`src/rtl/led_status_ctrl.sv`:
```
// -----------------------------------------------------------------------------
// led_status_ctrl
//
// Multi-channel front-panel LED / PMOD indicator controller. Each channel is
// run-time selectable between off, solid on, a shared heartbeat, and a
// stretched activity blink driven by per-channel event inputs. A per-channel
// saturating counter of activity rising edges is kept for PS readout.
//
// Ports:
//   clk            fabric clock, all logic on the rising edge
//   rst_n          synchronous active-low reset
//   mode_i         per-channel mode, ch i at [2i+1:2i]
//                  (0 off, 1 solid, 2 heartbeat, 3 activity)
//   act_i          per-channel activity level/strobe, synchronous to clk
//   cnt_clr_i      per-channel counter clear, 1-cycle strobe
//   led_o          registered indicator outputs (inverted when ACTIVE_LOW=1)
//   act_cnt_o      per-channel activity event counts,
//                  ch i at [CNT_W*(i+1)-1:CNT_W*i]
//   tick_o         registered 1-cycle tick strobe, once every PRESC_MAX clocks
//   fsm_state_dbg  per-channel activity FSM state, ch i at [2i+1:2i]
//                  (0 IDLE, 1 ON, 2 OFF)
//
// Handshake semantics: this block has no valid/ready interfaces. act_i is
// sampled every clock; cnt_clr_i is a single-cycle strobe acted on at the
// edge that samples it. There is no back-pressure anywhere.
// -----------------------------------------------------------------------------
module led_status_ctrl #(
    parameter int NUM_CH        = 4,
    parameter int PRESC_MAX     = 125000,
    parameter int HB_W          = 9,
    parameter int STRETCH_TICKS = 50,
    parameter int CNT_W         = 16,
    parameter int ACTIVE_LOW    = 0
) (
    input  logic                      clk,
    input  logic                      rst_n,
    input  logic [2*NUM_CH-1:0]       mode_i,
    input  logic [NUM_CH-1:0]         act_i,
    input  logic [NUM_CH-1:0]         cnt_clr_i,
    output logic [NUM_CH-1:0]         led_o,
    output logic [NUM_CH*CNT_W-1:0]   act_cnt_o,
    output logic                      tick_o,
    output logic [2*NUM_CH-1:0]       fsm_state_dbg
);

    localparam int PW = (PRESC_MAX > 1) ? $clog2(PRESC_MAX) : 1;
    localparam int SW = $clog2(STRETCH_TICKS + 1);

    localparam logic [PW-1:0]    PRESC_LAST   = PW'(PRESC_MAX - 1);
    localparam logic [SW-1:0]    STRETCH_INIT = SW'(STRETCH_TICKS);
    localparam logic [SW-1:0]    SCNT_ONE     = SW'(1);
    localparam logic [CNT_W-1:0] CNT_MAX      = {CNT_W{1'b1}};
    localparam logic             LED_INV      = (ACTIVE_LOW != 0);

    localparam logic [1:0] MODE_OFF   = 2'd0;
    localparam logic [1:0] MODE_SOLID = 2'd1;
    localparam logic [1:0] MODE_HB    = 2'd2;
    localparam logic [1:0] MODE_ACT   = 2'd3;

    typedef enum logic [1:0] {
        ST_IDLE = 2'd0,
        ST_ON   = 2'd1,
        ST_OFF  = 2'd2
    } act_state_t;

    // -------------------------------------------------------------------------
    // Prescaler and tick strobe
    // -------------------------------------------------------------------------
    logic [PW-1:0] presc_q;

    always_ff @(posedge clk) begin
        if (!rst_n) begin
            presc_q <= '0;
            tick_o  <= 1'b0;
        end else if (presc_q == PRESC_LAST) begin
            presc_q <= '0;
            tick_o  <= 1'b1;
        end else begin
            presc_q <= presc_q + PW'(1);
            tick_o  <= 1'b0;
        end
    end

    // -------------------------------------------------------------------------
    // Shared heartbeat: MSB of a free-running tick counter
    // -------------------------------------------------------------------------
    logic [HB_W-1:0] hb_cnt_q;
    logic            hb;

    always_ff @(posedge clk) begin
        if (!rst_n) begin
            hb_cnt_q <= '0;
        end else if (tick_o) begin
            hb_cnt_q <= hb_cnt_q + HB_W'(1);
        end
    end

    assign hb = hb_cnt_q[HB_W-1];

    // -------------------------------------------------------------------------
    // Per-channel activity FSM (state register + next-state logic)
    // -------------------------------------------------------------------------
    act_state_t    state_q [NUM_CH];
    act_state_t    state_d [NUM_CH];
    logic [SW-1:0] scnt_q  [NUM_CH];
    logic [SW-1:0] scnt_d  [NUM_CH];
    logic          pend_q  [NUM_CH];
    logic          pend_d  [NUM_CH];
    logic [NUM_CH-1:0] led_d;

    always_ff @(posedge clk) begin
        if (!rst_n) begin
            for (int i = 0; i < NUM_CH; i++) begin
                state_q[i] <= ST_IDLE;
                scnt_q[i]  <= '0;
                pend_q[i]  <= 1'b0;
            end
            led_o <= {NUM_CH{LED_INV}};
        end else begin
            for (int i = 0; i < NUM_CH; i++) begin
                state_q[i] <= state_d[i];
                scnt_q[i]  <= scnt_d[i];
                pend_q[i]  <= pend_d[i];
            end
            led_o <= led_d;
        end
    end

    always_comb begin
        led_d = '0;
        for (int i = 0; i < NUM_CH; i++) begin
            state_d[i] = state_q[i];
            scnt_d[i]  = scnt_q[i];
            pend_d[i]  = pend_q[i];

            if (mode_i[2*i +: 2] != MODE_ACT) begin
                // Leaving activity mode discards any blink in progress.
                state_d[i] = ST_IDLE;
                scnt_d[i]  = '0;
                pend_d[i]  = 1'b0;
            end else begin
                unique case (state_q[i])
                    ST_IDLE: begin
                        if (act_i[i]) begin
                            state_d[i] = ST_ON;
                            scnt_d[i]  = STRETCH_INIT;
                        end
                    end
                    ST_ON: begin
                        // Activity seen while lit is remembered so the
                        // channel relights after the minimum off-time.
                        if (act_i[i]) begin
                            pend_d[i] = 1'b1;
                        end
                        if (tick_o) begin
                            if (scnt_q[i] == SCNT_ONE) begin
                                state_d[i] = ST_OFF;
                                scnt_d[i]  = STRETCH_INIT;
                            end else begin
                                scnt_d[i] = scnt_q[i] - SCNT_ONE;
                            end
                        end
                    end
                    ST_OFF: begin
                        if (act_i[i]) begin
                            pend_d[i] = 1'b1;
                        end
                        if (tick_o) begin
                            if (scnt_q[i] == SCNT_ONE) begin
                                // Expiry consumes the pending flag either way.
                                pend_d[i] = 1'b0;
                                if (pend_q[i] || act_i[i]) begin
                                    state_d[i] = ST_ON;
                                    scnt_d[i]  = STRETCH_INIT;
                                end else begin
                                    state_d[i] = ST_IDLE;
                                    scnt_d[i]  = '0;
                                end
                            end else begin
                                scnt_d[i] = scnt_q[i] - SCNT_ONE;
                            end
                        end
                    end
                    default: begin
                        state_d[i] = ST_IDLE;
                        scnt_d[i]  = '0;
                        pend_d[i]  = 1'b0;
                    end
                endcase
            end

            // The activity LED follows the next state so it lights on the
            // same edge that samples act_i high.
            unique case (mode_i[2*i +: 2])
                MODE_OFF:   led_d[i] = 1'b0 ^ LED_INV;
                MODE_SOLID: led_d[i] = 1'b1 ^ LED_INV;
                MODE_HB:    led_d[i] = hb ^ LED_INV;
                MODE_ACT:   led_d[i] = (state_d[i] == ST_ON) ^ LED_INV;
                default:    led_d[i] = LED_INV;
            endcase
        end
    end

    // -------------------------------------------------------------------------
    // Activity event counters (rising edges of act_i, saturating)
    // -------------------------------------------------------------------------
    logic [NUM_CH-1:0] act_q;
    logic [NUM_CH-1:0] act_rise;
    logic [CNT_W-1:0]  cnt_q [NUM_CH];
    logic [CNT_W-1:0]  cnt_d [NUM_CH];

    assign act_rise = act_i & ~act_q;

    always_comb begin
        for (int i = 0; i < NUM_CH; i++) begin
            cnt_d[i] = cnt_q[i];
            if (cnt_clr_i[i]) begin
                // A clear coinciding with an event keeps that event.
                cnt_d[i] = act_rise[i] ? CNT_W'(1) : '0;
            end else if (act_rise[i] && (cnt_q[i] != CNT_MAX)) begin
                cnt_d[i] = cnt_q[i] + CNT_W'(1);
            end
        end
    end

    always_ff @(posedge clk) begin
        if (!rst_n) begin
            act_q <= '0;
            for (int i = 0; i < NUM_CH; i++) begin
                cnt_q[i] <= '0;
            end
        end else begin
            act_q <= act_i;
            for (int i = 0; i < NUM_CH; i++) begin
                cnt_q[i] <= cnt_d[i];
            end
        end
    end

    // -------------------------------------------------------------------------
    // Output packing
    // -------------------------------------------------------------------------
    always_comb begin
        act_cnt_o     = '0;
        fsm_state_dbg = '0;
        for (int i = 0; i < NUM_CH; i++) begin
            act_cnt_o[CNT_W*i +: CNT_W] = cnt_q[i];
            fsm_state_dbg[2*i +: 2]     = state_q[i];
        end
    end

endmodule

```
`config.mk`:
```
export PLATFORM = sky130hd
export DESIGN_NAME = led_status_ctrl
export DESIGN_NICKNAME = d
export VERILOG_FILES = /design/src/rtl/led_status_ctrl.sv
export SDC_FILE = /design/constraint.sdc
export NUM_CORES = 1
export LEC_CHECK = 0
export CORE_MARGIN = 2
export CORE_UTILIZATION = 45
export CTS_BUF_LIST = sky130_fd_sc_hd__clkbuf_4
export DETAILED_ROUTE_END_ITERATION = 16
export GPL_TIMING_DRIVEN = 1
export PLACE_DENSITY_LB_ADDON = 0.2
export SLEW_MARGIN = 20
export SYNTH_ARGS = -nofsm -noshare
export SYNTH_HDL_FRONTEND = slang
export SYNTH_SLANG_ARGS = --single-unit
export TNS_END_PERCENT = 5
```
`constraint.sdc`:
```
create_clock -name clk -period 2 [get_ports clk]
set_clock_uncertainty 0.1 [all_clocks]
set_input_delay 0.6 -clock clk [delete_from_list [all_inputs] [get_ports clk]]
set_output_delay 0.6 -clock clk [all_outputs]
set_load 0.01 [all_outputs]
```
==> impl_metrics.json, run 1 <==
{
  "met3_usage_pct": 4.57,
  "critical_path_required_ns": 2.37,
  "antenna_found_initial": 1,
  "fin_util_pct": 59.6,
  "comb_power_share_pct": 9.6,
  "ys_ff_latch": 135,
  "wl_per_cell_um": 13.0,
  "track_usage_pct": 20.0,
  "internal_power_w": 0.00383,
  "syn_area_sq_mm": 0.00699,
  "busiest_layer": "met2",
  "syn_to_final_growth_pct": 29.6,
  "min_period_ns": 1.94,
  "gp_congestion": 0.880,
  "cts_buffer_depth": 2,
  "final_nets": 1045,
  "use_met2_pct": 32.2,
  "die_width_um": 129,
  "rows": 45,
  "cts_setup_buffers": 0,
  "synthAdderAreaFrac_pct": 4.65,
  "clk_latency_ns": 0.54,
  "status": "complete, no violations",
  "hold_path_class": "flip-flop to flip-flop",
  "ys.flop_type": "dfxtp_1",
  "cts_tree": "yes",
  "drt_pass1_iterations": 4,
  "min_from": "cnt_q[2][3]$_SDFFE_PP0P_",
  "via_per_inst": 5.22,
  "power_switching_w": 0.00124,
  "p_per_area_mw_per_mm2": 560,
  "avgSynthCellArea_sq_um": 8.51,
  "ctsHoldBuffers": 0,
  "synth_edf_count": 3,
  "rsz0062_at_grt": "yes",
  "clk_pin_slew_ns": 0.11,
  "start_util_pct": 46.0,
  "die_height_um": 129,
  "max_freq_mhz": 514,
  "worst-path-buf-inv": 2,
  "ys_seq_area_share_pct": 39.1,
  "core_sq_mm": 0.0152,
  "slowest_delay_ns": 0.47,
  "synth-simple-area-share_pct": 28.1,
  "setup_tns_ns": 0,
  "port_buffers": 94,
  "power_leakage_nw": 3.77,
  "period_share_pct": 97.2,
  "synth.distinct_cells": 65,
  "cts_inserted_buffers": 17,
  "finalMaxSlewViolations": 0,
  "ff2ff_path_depth": 8,
  "cts_root_buf": "clkbuf_4",
  "slowest_stage": "or4b_1",
  "dp.cells": 1170,
  "worst_pin_slew_ns": 0.509,
  "first_iter_violations": 369,
  "htreeDepth": 4,
  "synth_top_family_by_area": "simple AND/OR/NAND/NOR gates",
  "worstHoldEndpoint": "cnt_q[2][3]$_SDFFE_PP0P_",
  "die_area_sq_mm": 0.0165,
  "async_flop_share_pct": 0,
  "gr-usage-met1_pct": 26.6,
  "reg2reg_from": "scnt_q[1][1]$_SDFFE_PP0P_",
  "routed_wl_um": 15600,
  "crit_type": "flip-flop to flip-flop",
  "final_cells": 1204,
  "regToRegSetupSlack_ns": 0.06,
  "end_kind": "flip-flop",
  "drive_above_1_share_pct": 21.2,
  "ant_nets": 0,
  "grt_pass1_vias": 5992,
  "vias": 6289,
  "grt_pass1_wl_um": 27200,
  "p_clk_share_pct": 36.1,
  "r2r-end": "led_o[1]$_SDFF_PN0_",
  "setup_violations": 0,
  "finalHoldViolCount": 0,
  "muxShareOfSynthArea_pct": 1.47,
  "synth_xor_area_share_pct": 10.0,
  "critPathTopFamily": "simple AND/OR/NAND/NOR gates",
  "p_seq_share_pct": 54.3,
  "relSlewSlack_pct": 65.7,
  "synth_compound_area_share_pct": 13.3,
  "ios": 95,
  "route.detailed.drc": 0,
  "ir_drop_v": 0.000426,
  "hpwl_um": 11700,
  "grt-ovfl-total": 0,
  "hold_path_depth": 1,
  "cp-start-kind": "flip-flop",
  "synth_nets": 865,
  "p_sw_share_pct": 24.4,
  "crit_arrival_ns": 2.32,
  "cts_sinks": 135,
  "syn_inst": 821,
  "grt_start_max_net_pins": 17,
  "cap_violations": 0,
  "crit_chain": "inv_1, ha_1, nor2b_2, buf_4, a41oi_1, a31oi_1, or4b_1, a21oi_1",
  "cp_max_fo": 4,
  "yosysWarnings": 0
}
worst reg2reg max path: stages (launching register included):
cell     delay (ns)
dfxtp_2        0.35
inv_1          0.06
ha_1           0.17
nor2b_2        0.16
buf_4          0.14
a41oi_1        0.22
a31oi_1        0.09
or4b_1         0.47
a21oi_1        0.12
flip-flops by register name (all words and copies together), names as in the netlist:
signal / count
scnt_q: 24
state_q: 8
pend_q: 4
hb_cnt_q: 9
cnt_q: 64
tick_o: 1
presc_q: 17
led_o: 4
act_q: 4
Yosys cell counts (3+ instances only):
cell type | n | area share [%]
a211oi_1 | 15 | 1.6
a21oi_1 | 43 | 3.1
a31oi_1 | 7 | 0.63
a41o_1 | 3 | 0.43
and2_1 | 9 | 0.81
and3_1 | 17 | 1.5
and4_1 | 10 | 1.3
and4b_1 | 5 | 0.72
buf_2 | 9 | 0.64
clkbuf_1 | 12 | 0.64
dfxtp_1 | 132 | 38
edfxtp_1 | 3 | 1.3
ha_1 | 26 | 4.7
inv_1 | 39 | 2.1
mux2i_1 | 8 | 1.1
nand2_1 | 43 | 2.3
nand2b_1 | 10 | 0.89
nand3_1 | 43 | 3.1
nand3b_1 | 5 | 0.54
nand4_1 | 22 | 2.0
nor2_1 | 117 | 6.3
nor2b_1 | 10 | 0.89
nor3_1 | 23 | 1.6
nor3b_1 | 7 | 0.75
nor4_1 | 11 | 0.98
nor4b_1 | 4 | 0.50
o211ai_1 | 6 | 0.64
o21a_1 | 7 | 0.75
o21ai_0 | 28 | 2.0
o21bai_1 | 5 | 0.54
o22ai_1 | 6 | 0.54
or2_2 | 4 | 0.36
or3_1 | 7 | 0.63
or4_1 | 4 | 0.43
xnor2_1 | 57 | 7.1
xor2_1 | 23 | 2.9
routing by layer:
metal | vias to the layer above | share of wire [%]
met5 | - | 0
met4 | 0 | 1.2
li1 | 3301 | -
met3 | 14 | 3.0
met2 | 89 | 45
met1 | 2885 | 51
placed cells by master (no fill, tap or decap), drive strengths merged, types with 8 or more instances in the layout:
master / instances
nor2: 117
xnor2: 57
o21ai: 31
nand2: 43
nor2b: 10
nand4: 24
xor2: 23
nor3: 25
ha: 26
and2: 9
inv: 39
dfxtp: 132
clkdlybuf4s50: 17
buf: 89
mux2i: 8
and4: 10
nand2b: 10
and3: 17
dlygate4sd2: 71
a21oi: 43
nand3: 43
nor4: 13
or3: 8
clkinv: 10
clkbuf: 22
a211oi: 15
power by group through the flow:
| stage | logic, W | registers (W) | clock network [W] |
|---|---|---|---|
| final | 0.000488 | 0.00276 | 0.00183 |
| after global routing | 0.000546 | 0.00276 | 0.00201 |
| after CTS | 0.000487 | 0.00276 | 0.00191 |
| after detailed placement | 0.000495 | 0.00284 | 0 |
| after global placement | 0.000492 | 0.00283 | 0 |
| after floorplan | 0.000261 | 0.00284 | 0 |
per-stage QoR:
step | area [sq um] | hold WS [ns] | setup WS [ns] | power [W]
after CTS | 9030 | 0.369 | -0.201 | 0.00516
after global placement | 8740 | 0.341 | -0.424 | 0.00333
after detailed placement | 8740 | 0.347 | -0.467 | 0.00333
after floorplan | 6990 | 0.318 | 0.121 | 0.00310
after global routing | 9060 | 0.399 | -0.0243 | 0.00532
final | 9060 | 0.361 | 0.0551 | 0.00507
cell type report:
type                            instances  area (sq um)
Antenna cell                            2          5.00
Clock buffer                           19           143
Clock inverter                         13           136
Fill cell                            1433          6140
Inverter                               39           146
Multi-Input combinational cell        626          4040
Sequential cell                       135          2850
Tap cell                              188           235
Timing Repair Buffer                  182          1500
kinds of logic after synthesis:
kind of cell | Yosys count
AND/OR/NAND/NOR | 366
buffers and inverters | 60
multiplexers | 10
adder cells (fa/ha/maj) | 26
XOR/XNOR | 80
AO/OA/AOI/OAI | 144
flip-flops | 135
worst max path at each step:
stage / start / to / cells past startpoint
floorplan: state_q[2][0]$_SDFF_PN0_ / scnt_q[2][4]$_SDFFE_PP0P_ / 6
global placement: act_i[1] / cnt_q[1][12]$_SDFFE_PP0P_ / 6
detailed placement: act_i[1] / cnt_q[1][12]$_SDFFE_PP0P_ / 6
CTS: cnt_q[2][2]$_SDFFE_PP0P_ / act_cnt_o[34] / 1
global route: act_i[1] / cnt_q[1][15]$_SDFFE_PP0P_ / 6
finish: scnt_q[1][1]$_SDFFE_PP0P_ / led_o[1]$_SDFF_PN0_ / 8
repair_timing:
item,4_1_cts,5_1_grt
cloned,0,0
gates resized for setup,154,22
setup endpoints to repair,77,24
No activity file was read; power rests on OpenSTA's default activity.
==> run 2: changes to the inputs <==
CORE_UTILIZATION = 52   (was 45)
DONT_BUFFER_PORTS = 1   (was default)
==> run 2 against run 1 <==
  * Power down 1.9%
  * Combinational power down 23%
  * Sequential share of layout area up 2.3 points
  * First-iteration DRC count down 11%
  * Via count down 1.5%
  * Register-to-register slack better by 0.04 ns
  * Largest power group unchanged
==> impl_metrics.json, run 2 (synthesis gave the netlist of run 1 again) <==
{
  "setup_violations": 0,
  "drt_pass1_iterations": 5,
  "gr-usage-met1_pct": 27.0,
  "wl_per_cell_um": 14.3,
  "grt_pass1_wl_um": 26700,
  "setup_tns_ns": 0,
  "fin_util_pct": 61.4,
  "dp.cells": 1060,
  "port_buffers": 0,
  "drive_above_1_share_pct": 16.2,
  "end_kind": "flip-flop",
  "routed_wl_um": 15600,
  "cp-start-kind": "flip-flop",
  "layout_common_cells": "dfxtp_1, nor2_1, buf_4",
  "die_area_sq_mm": 0.0144,
  "core_sq_mm": 0.0132,
  "rows": 42,
  "htreeDepth": 4,
  "vias": 6192,
  "fillers": 1143,
  "gp_congestion": 0.895,
  "cts_inserted_buffers": 17,
  "met3_usage_pct": 6.51,
  "via_per_inst": 5.67,
  "cp_max_fo": 4,
  "hold_path_class": "primary input to flip-flop",
  "r2r-end": "led_o[1]$_SDFF_PN0_",
  "cap_violations": 0,
  "route.detailed.drc": 0,
  "clk_pin_slew_ns": 0.12,
  "die_height_um": 120,
  "ctsHoldBuffers": 0,
  "critical_path_required_ns": 2.39,
  "ir_drop_v": 0.000426,
  "hold_path_depth": 1,
  "max_freq_mhz": 525,
  "final_cells": 1093,
  "largest_reg_flops": 64,
  "cts_tree": "yes",
  "p_per_area_mw_per_mm2": 614,
  "power_leakage_nw": 3.04,
  "ios": 95,
  "regToRegSetupSlack_ns": 0.1,
  "total_power_w": 0.00498,
  "hpwl_um": 11600,
  "reg2reg_from": "scnt_q[1][1]$_SDFFE_PP0P_",
  "busiest_layer": "met2",
  "clk_latency_ns": 0.55,
  "ant_nets": 0,
  "largest-register": "cnt_q",
  "crit_type": "flip-flop to flip-flop",
  "rsz0062_at_grt": "yes",
  "final_nets": 947,
  "min_from": "act_i[0]",
  "worstHoldEndpoint": "act_q[0]$_SDFF_PN0_",
  "antenna_found_initial": 1,
  "start_util_pct": 53.0,
  "cts_root_buf": "clkbuf_4",
  "period_share_pct": 95.2,
  "grt-ovfl-total": 0,
  "layout_commonest_cell": "dfxtp_1",
  "top_regs": "cnt_q x64, scnt_q x24, presc_q x17",
  "cts_buffer_depth": 2,
  "use_met2_pct": 38.2,
  "grt_pass1_vias": 5971,
  "die_width_um": 120,
  "ff2ff_path_depth": 7,
  "finalMaxSlewViolations": 0,
  "syn_to_final_growth_pct": 15.9,
  "first_iter_violations": 327,
  "track_usage_pct": 22.4,
  "cts_sinks": 135,
  "status": "complete, no violations",
  "relSlewSlack_pct": 61.9,
  "crit_arrival_ns": 2.29,
  "worst_pin_slew_ns": 0.572,
  "finalHoldViolCount": 0,
  "min_period_ns": 1.90,
  "grt_start_max_net_pins": 26
}
[run 2: cell types whose count changed in the layout (fill, tap and decap cells not counted), sizes merged, moves of 2 or more]
| cell | delta |
|---|---|
| clkbuf | -5 |
| buf | -5 |
| dlygate4sd2 | -71 |
| clkdlybuf4s50 | -17 |
| clkinv | -2 |
| clkinvlp | +3 |
[run 2: area by class of cell]
type	count	area, sq um	area share, %
repair buffers	84	631	7.78
clock inverters	15	160	1.98
clock buffers	17	128	1.57
diodes	1	2.50	0.0309
well taps	176	220	2.72
inverters	39	146	1.81
multi-input cells	626	4080	50.4
flip-flops and latches	135	2740	33.8
[run 2: layer usage]
metal / wire length [um] / vias up
met1: 6880 / 2926
met4: 229 / 0
met5: 0 / -
met3: 946 / 23
li1: - / 3091
met2: 7530 / 152
[run 2: worst max-delay path, cell delays in order (launching register included)]
cell and delay (ns):
dfxtp_1 0.35, inv_2 0.08, ha_1 0.14, nor2b_4 0.16, and3_1 0.19, mux2i_1 0.24, or4b_1 0.47, a21oi_2 0.13
[run 2: worst max-delay path by stage]
| stage | startpoint | endpoint | slack [ns] |
|---|---|---|---|
| 6_report | scnt_q[1][1]$_SDFFE_PP0P_ | led_o[1]$_SDFF_PN0_ | 0.1 |
| 5_1_grt | state_q[1][0]$_SDFF_PN0_ | led_o[1]$_SDFF_PN0_ | -0.002 |
| 4_1_cts | state_q[2][0]$_SDFF_PN0_ | scnt_q[2][3]$_SDFFE_PP0P_ | 0.01 |
| 3_5_place_dp | scnt_q[1][1]$_SDFFE_PP0P_ | led_o[1]$_SDFF_PN0_ | 0.02 |
| 3_3_place_gp | scnt_q[1][1]$_SDFFE_PP0P_ | led_o[1]$_SDFF_PN0_ | 0.09 |
| 2_1_floorplan | state_q[2][0]$_SDFF_PN0_ | scnt_q[2][4]$_SDFFE_PP0P_ | 0.12 |
[run 2: power breakdown]
| group | switching [W] | total [W] | internal, W |
|---|---|---|---|
| Combinational | 0.000206 | 0.000377 | 0.000171 |
| Clock | 0.000981 | 0.00183 | 0.000845 |
| Sequential | 0.0000367 | 0.00277 | 0.00274 |
[run 2: stage by stage]
step                worst slack [ns]  area (sq um)  hold WS [ns]
finish                        0.0951          8110        0.0630
global route                -0.00208          8110        0.0229
CTS                           0.0113          8040        0.0350
detailed placement            0.0204          7750         0.339
global placement              0.0941          7750         0.328
floorplan                      0.121          6990         0.318
[run 2: repair_timing]
item | CTS | global route
setup buffers | 0 | 0
hold endpoints to repair | 0 | 0
setup endpoints to repair | 2 | 16
gates resized for setup | 2 | 17
==> run 3: changes to the inputs <==
PLACE_DENSITY = 0.74   (was default)
PLACE_DENSITY_LB_ADDON = default   (was 0.2)
==> run 3 against run 2 <==
  * Via count shrank 1.3%
  * Non-clock buffer count rose by 5
  * First-iteration DRC count up 24%
  * Clock power is 7% lower
  * Critical path type unchanged
  * Wire length down 2.7%
  * Sequential power about the same
  * Register-to-register slack worse by 0.03 ns
  * Global-route usage down 0.94 points
  * Setup slack lost 0.029 ns
  * Final cell count increased by 0.37%
==> impl_metrics.json, run 3 (synthesis gave the netlist of run 1 again) <==
{
  "worstHoldEndpoint": "act_q[1]$_SDFF_PN0_",
  "setup_violations": 0,
  "fin_hold_ws_ns": 0.0763,
  "crit_type": "flip-flop to flip-flop",
  "dpl_cell_area_sq_mm": 0.00778,
  "grt_pass1_wl_um": 25600,
  "wl_met2_um": 7100,
  "first_iter_violations": 405,
  "power_leakage_nw": 3.07,
  "grt-ovfl-total": 0,
  "drive_above_1_share_pct": 16.0,
  "cp_max_fo": 6,
  "cts_buffer_depth": 2,
  "clk_pin_slew_ns": 0.12,
  "hold_path_depth": 1,
  "top_regs": "cnt_q x64, scnt_q x24, presc_q x17",
  "grt_start_max_net_pins": 26,
  "max_freq_mhz": 517,
  "min_from": "act_i[1]",
  "largest-register": "cnt_q",
  "rows": 42,
  "gp_congestion": 0.864,
  "p_clk_share_pct": 35.3,
  "diodes": 0,
  "critical_path_required_ns": 2.37,
  "die_height_um": 120,
  "route.detailed.drc": 0,
  "cts_tree": "yes",
  "rsz0062_at_grt": "yes",
  "cap_violations": 0,
  "grt_pass1_vias": 5638,
  "end_kind": "flip-flop",
  "cp-start-kind": "flip-flop",
  "status": "complete, no violations",
  "antenna_found_initial": 0,
  "setup_ws_ns": 0.0666,
  "comb_power_share_pct": 7.5,
  "ctsHoldBuffers": 0,
  "final_cells": 1097,
  "ios": 95,
  "internal_power_w": 0.00366,
  "r2r-end": "led_o[1]$_SDFF_PN0_",
  "via_per_inst": 5.57,
  "final_nets": 952,
  "hold_path_class": "primary input to flip-flop",
  "relSlewSlack_pct": 62.4,
  "worst_pin_slew_ns": 0.564,
  "reg2reg_from": "scnt_q[1][1]$_SDFFE_PP0P_",
  "fin_area_sq_mm": 0.00807,
  "die_area_sq_mm": 0.0144,
  "dp.cells": 1064,
  "finalMaxSlewViolations": 0,
  "regToRegSetupSlack_ns": 0.07,
  "layout_common_cells": "dfxtp_1, nor2_1, buf_4",
  "routed_wl_um": 15200,
  "vias": 6109,
  "p_sw_share_pct": 24.5,
  "hpwl_um": 11200,
  "ff2ff_path_depth": 7,
  "drt_pass1_iterations": 6,
  "wl_per_cell_um": 13.8,
  "clk_latency_ns": 0.54,
  "wl_met1_um": 7120,
  "track_usage_pct": 21.4,
  "preCtsSetupSlack_ns": -0.0295,
  "finalHoldViolCount": 0,
  "cts_inserted_buffers": 17,
  "syn_to_final_growth_pct": 15.4,
  "cts_root_buf": "clkbuf_4",
  "min_period_ns": 1.93,
  "p_seq_share_pct": 57.2,
  "ant_nets": 0,
  "largest_reg_flops": 64,
  "port_buffers": 0,
  "wl_met3_um": 761,
  "die_width_um": 120,
  "top_layer": "met4",
  "crit_arrival_ns": 2.30,
  "start_util_pct": 53.0,
  "htreeDepth": 4,
  "period_share_pct": 96.7,
  "total_power_w": 0.00485,
  "cts_sinks": 135,
  "ir_drop_v": 0.000324,
  "layout_commonest_cell": "dfxtp_1",
  "crit_path_start": "scnt_q[1][1]$_SDFFE_PP0P_",
  "p_per_area_mw_per_mm2": 601,
  "power_switching_w": 0.00119,
  "core_sq_mm": 0.0132
}
run 3: routing by layer:
metal / track usage (%) / vias to the layer above
met2: 34.2 / 122
met3: 5.61 / 17
met5: 0 / -
met1: 28.1 / 2867
li1: - / 3103
met4: 7.21 / 0
run 3: area by class of cell:
| cell class | instances | area [sq um] |
|---|---|---|
| Inverter | 39 | 146 |
| Clock inverter | 12 | 111 |
| Sequential cell | 135 | 2740 |
| Multi-Input combinational cell | 626 | 4030 |
| Clock buffer | 20 | 150 |
| Timing Repair Buffer | 89 | 668 |
| Fill cell | 1228 | 5120 |
| Tap cell | 176 | 220 |
run 3: how the worst max path moves through the flow:
stage                                      endpoint  slack (ns)  cells past startpoint
after global placement          led_o[1]$_SDFF_PN0_        0.06                      7
final                           led_o[1]$_SDFF_PN0_        0.07                      7
after detailed placement        led_o[1]$_SDFF_PN0_       -0.03                      7
after CTS                          fsm_state_dbg[1]        0.04                      2
after global routing            led_o[1]$_SDFF_PN0_       -0.07                      7
after floorplan           scnt_q[2][4]$_SDFFE_PP0P_        0.12                      6
run 3: power groups by stage:
stage                     Combinational, W  Clock [W]  Sequential [W]
after floorplan                   0.000261          0         0.00284
after global placement            0.000354          0         0.00283
after detailed placement          0.000358          0         0.00283
after CTS                         0.000361    0.00178         0.00277
after global routing              0.000409    0.00190         0.00278
final                             0.000362    0.00171         0.00277
run 3: repair_timing:
item                                    CTS  global route
buffers inserted                          1             0
resized for setup                         3             7
endpoints found under the setup margin    2            13
run 3: through the flow:
| stage | util [%] | setup TNS, ns |
|---|---|---|
| finish | 61.2 | 0 |
| global route | 61.2 | -0.129 |
| CTS | 61.1 | 0 |
| detailed placement | 59.0 | -0.0295 |
| global placement | 59.0 | 0 |
| floorplan | - | 0 |
run 3: worst max-delay path, stage by stage (launching register included):
cell	delay [ns]
dfxtp_1	0.33
inv_1	0.10
ha_1	0.15
nor2b_2	0.23
and3_1	0.20
mux2i_1	0.20
or4b_1	0.44
a21oi_1	0.14
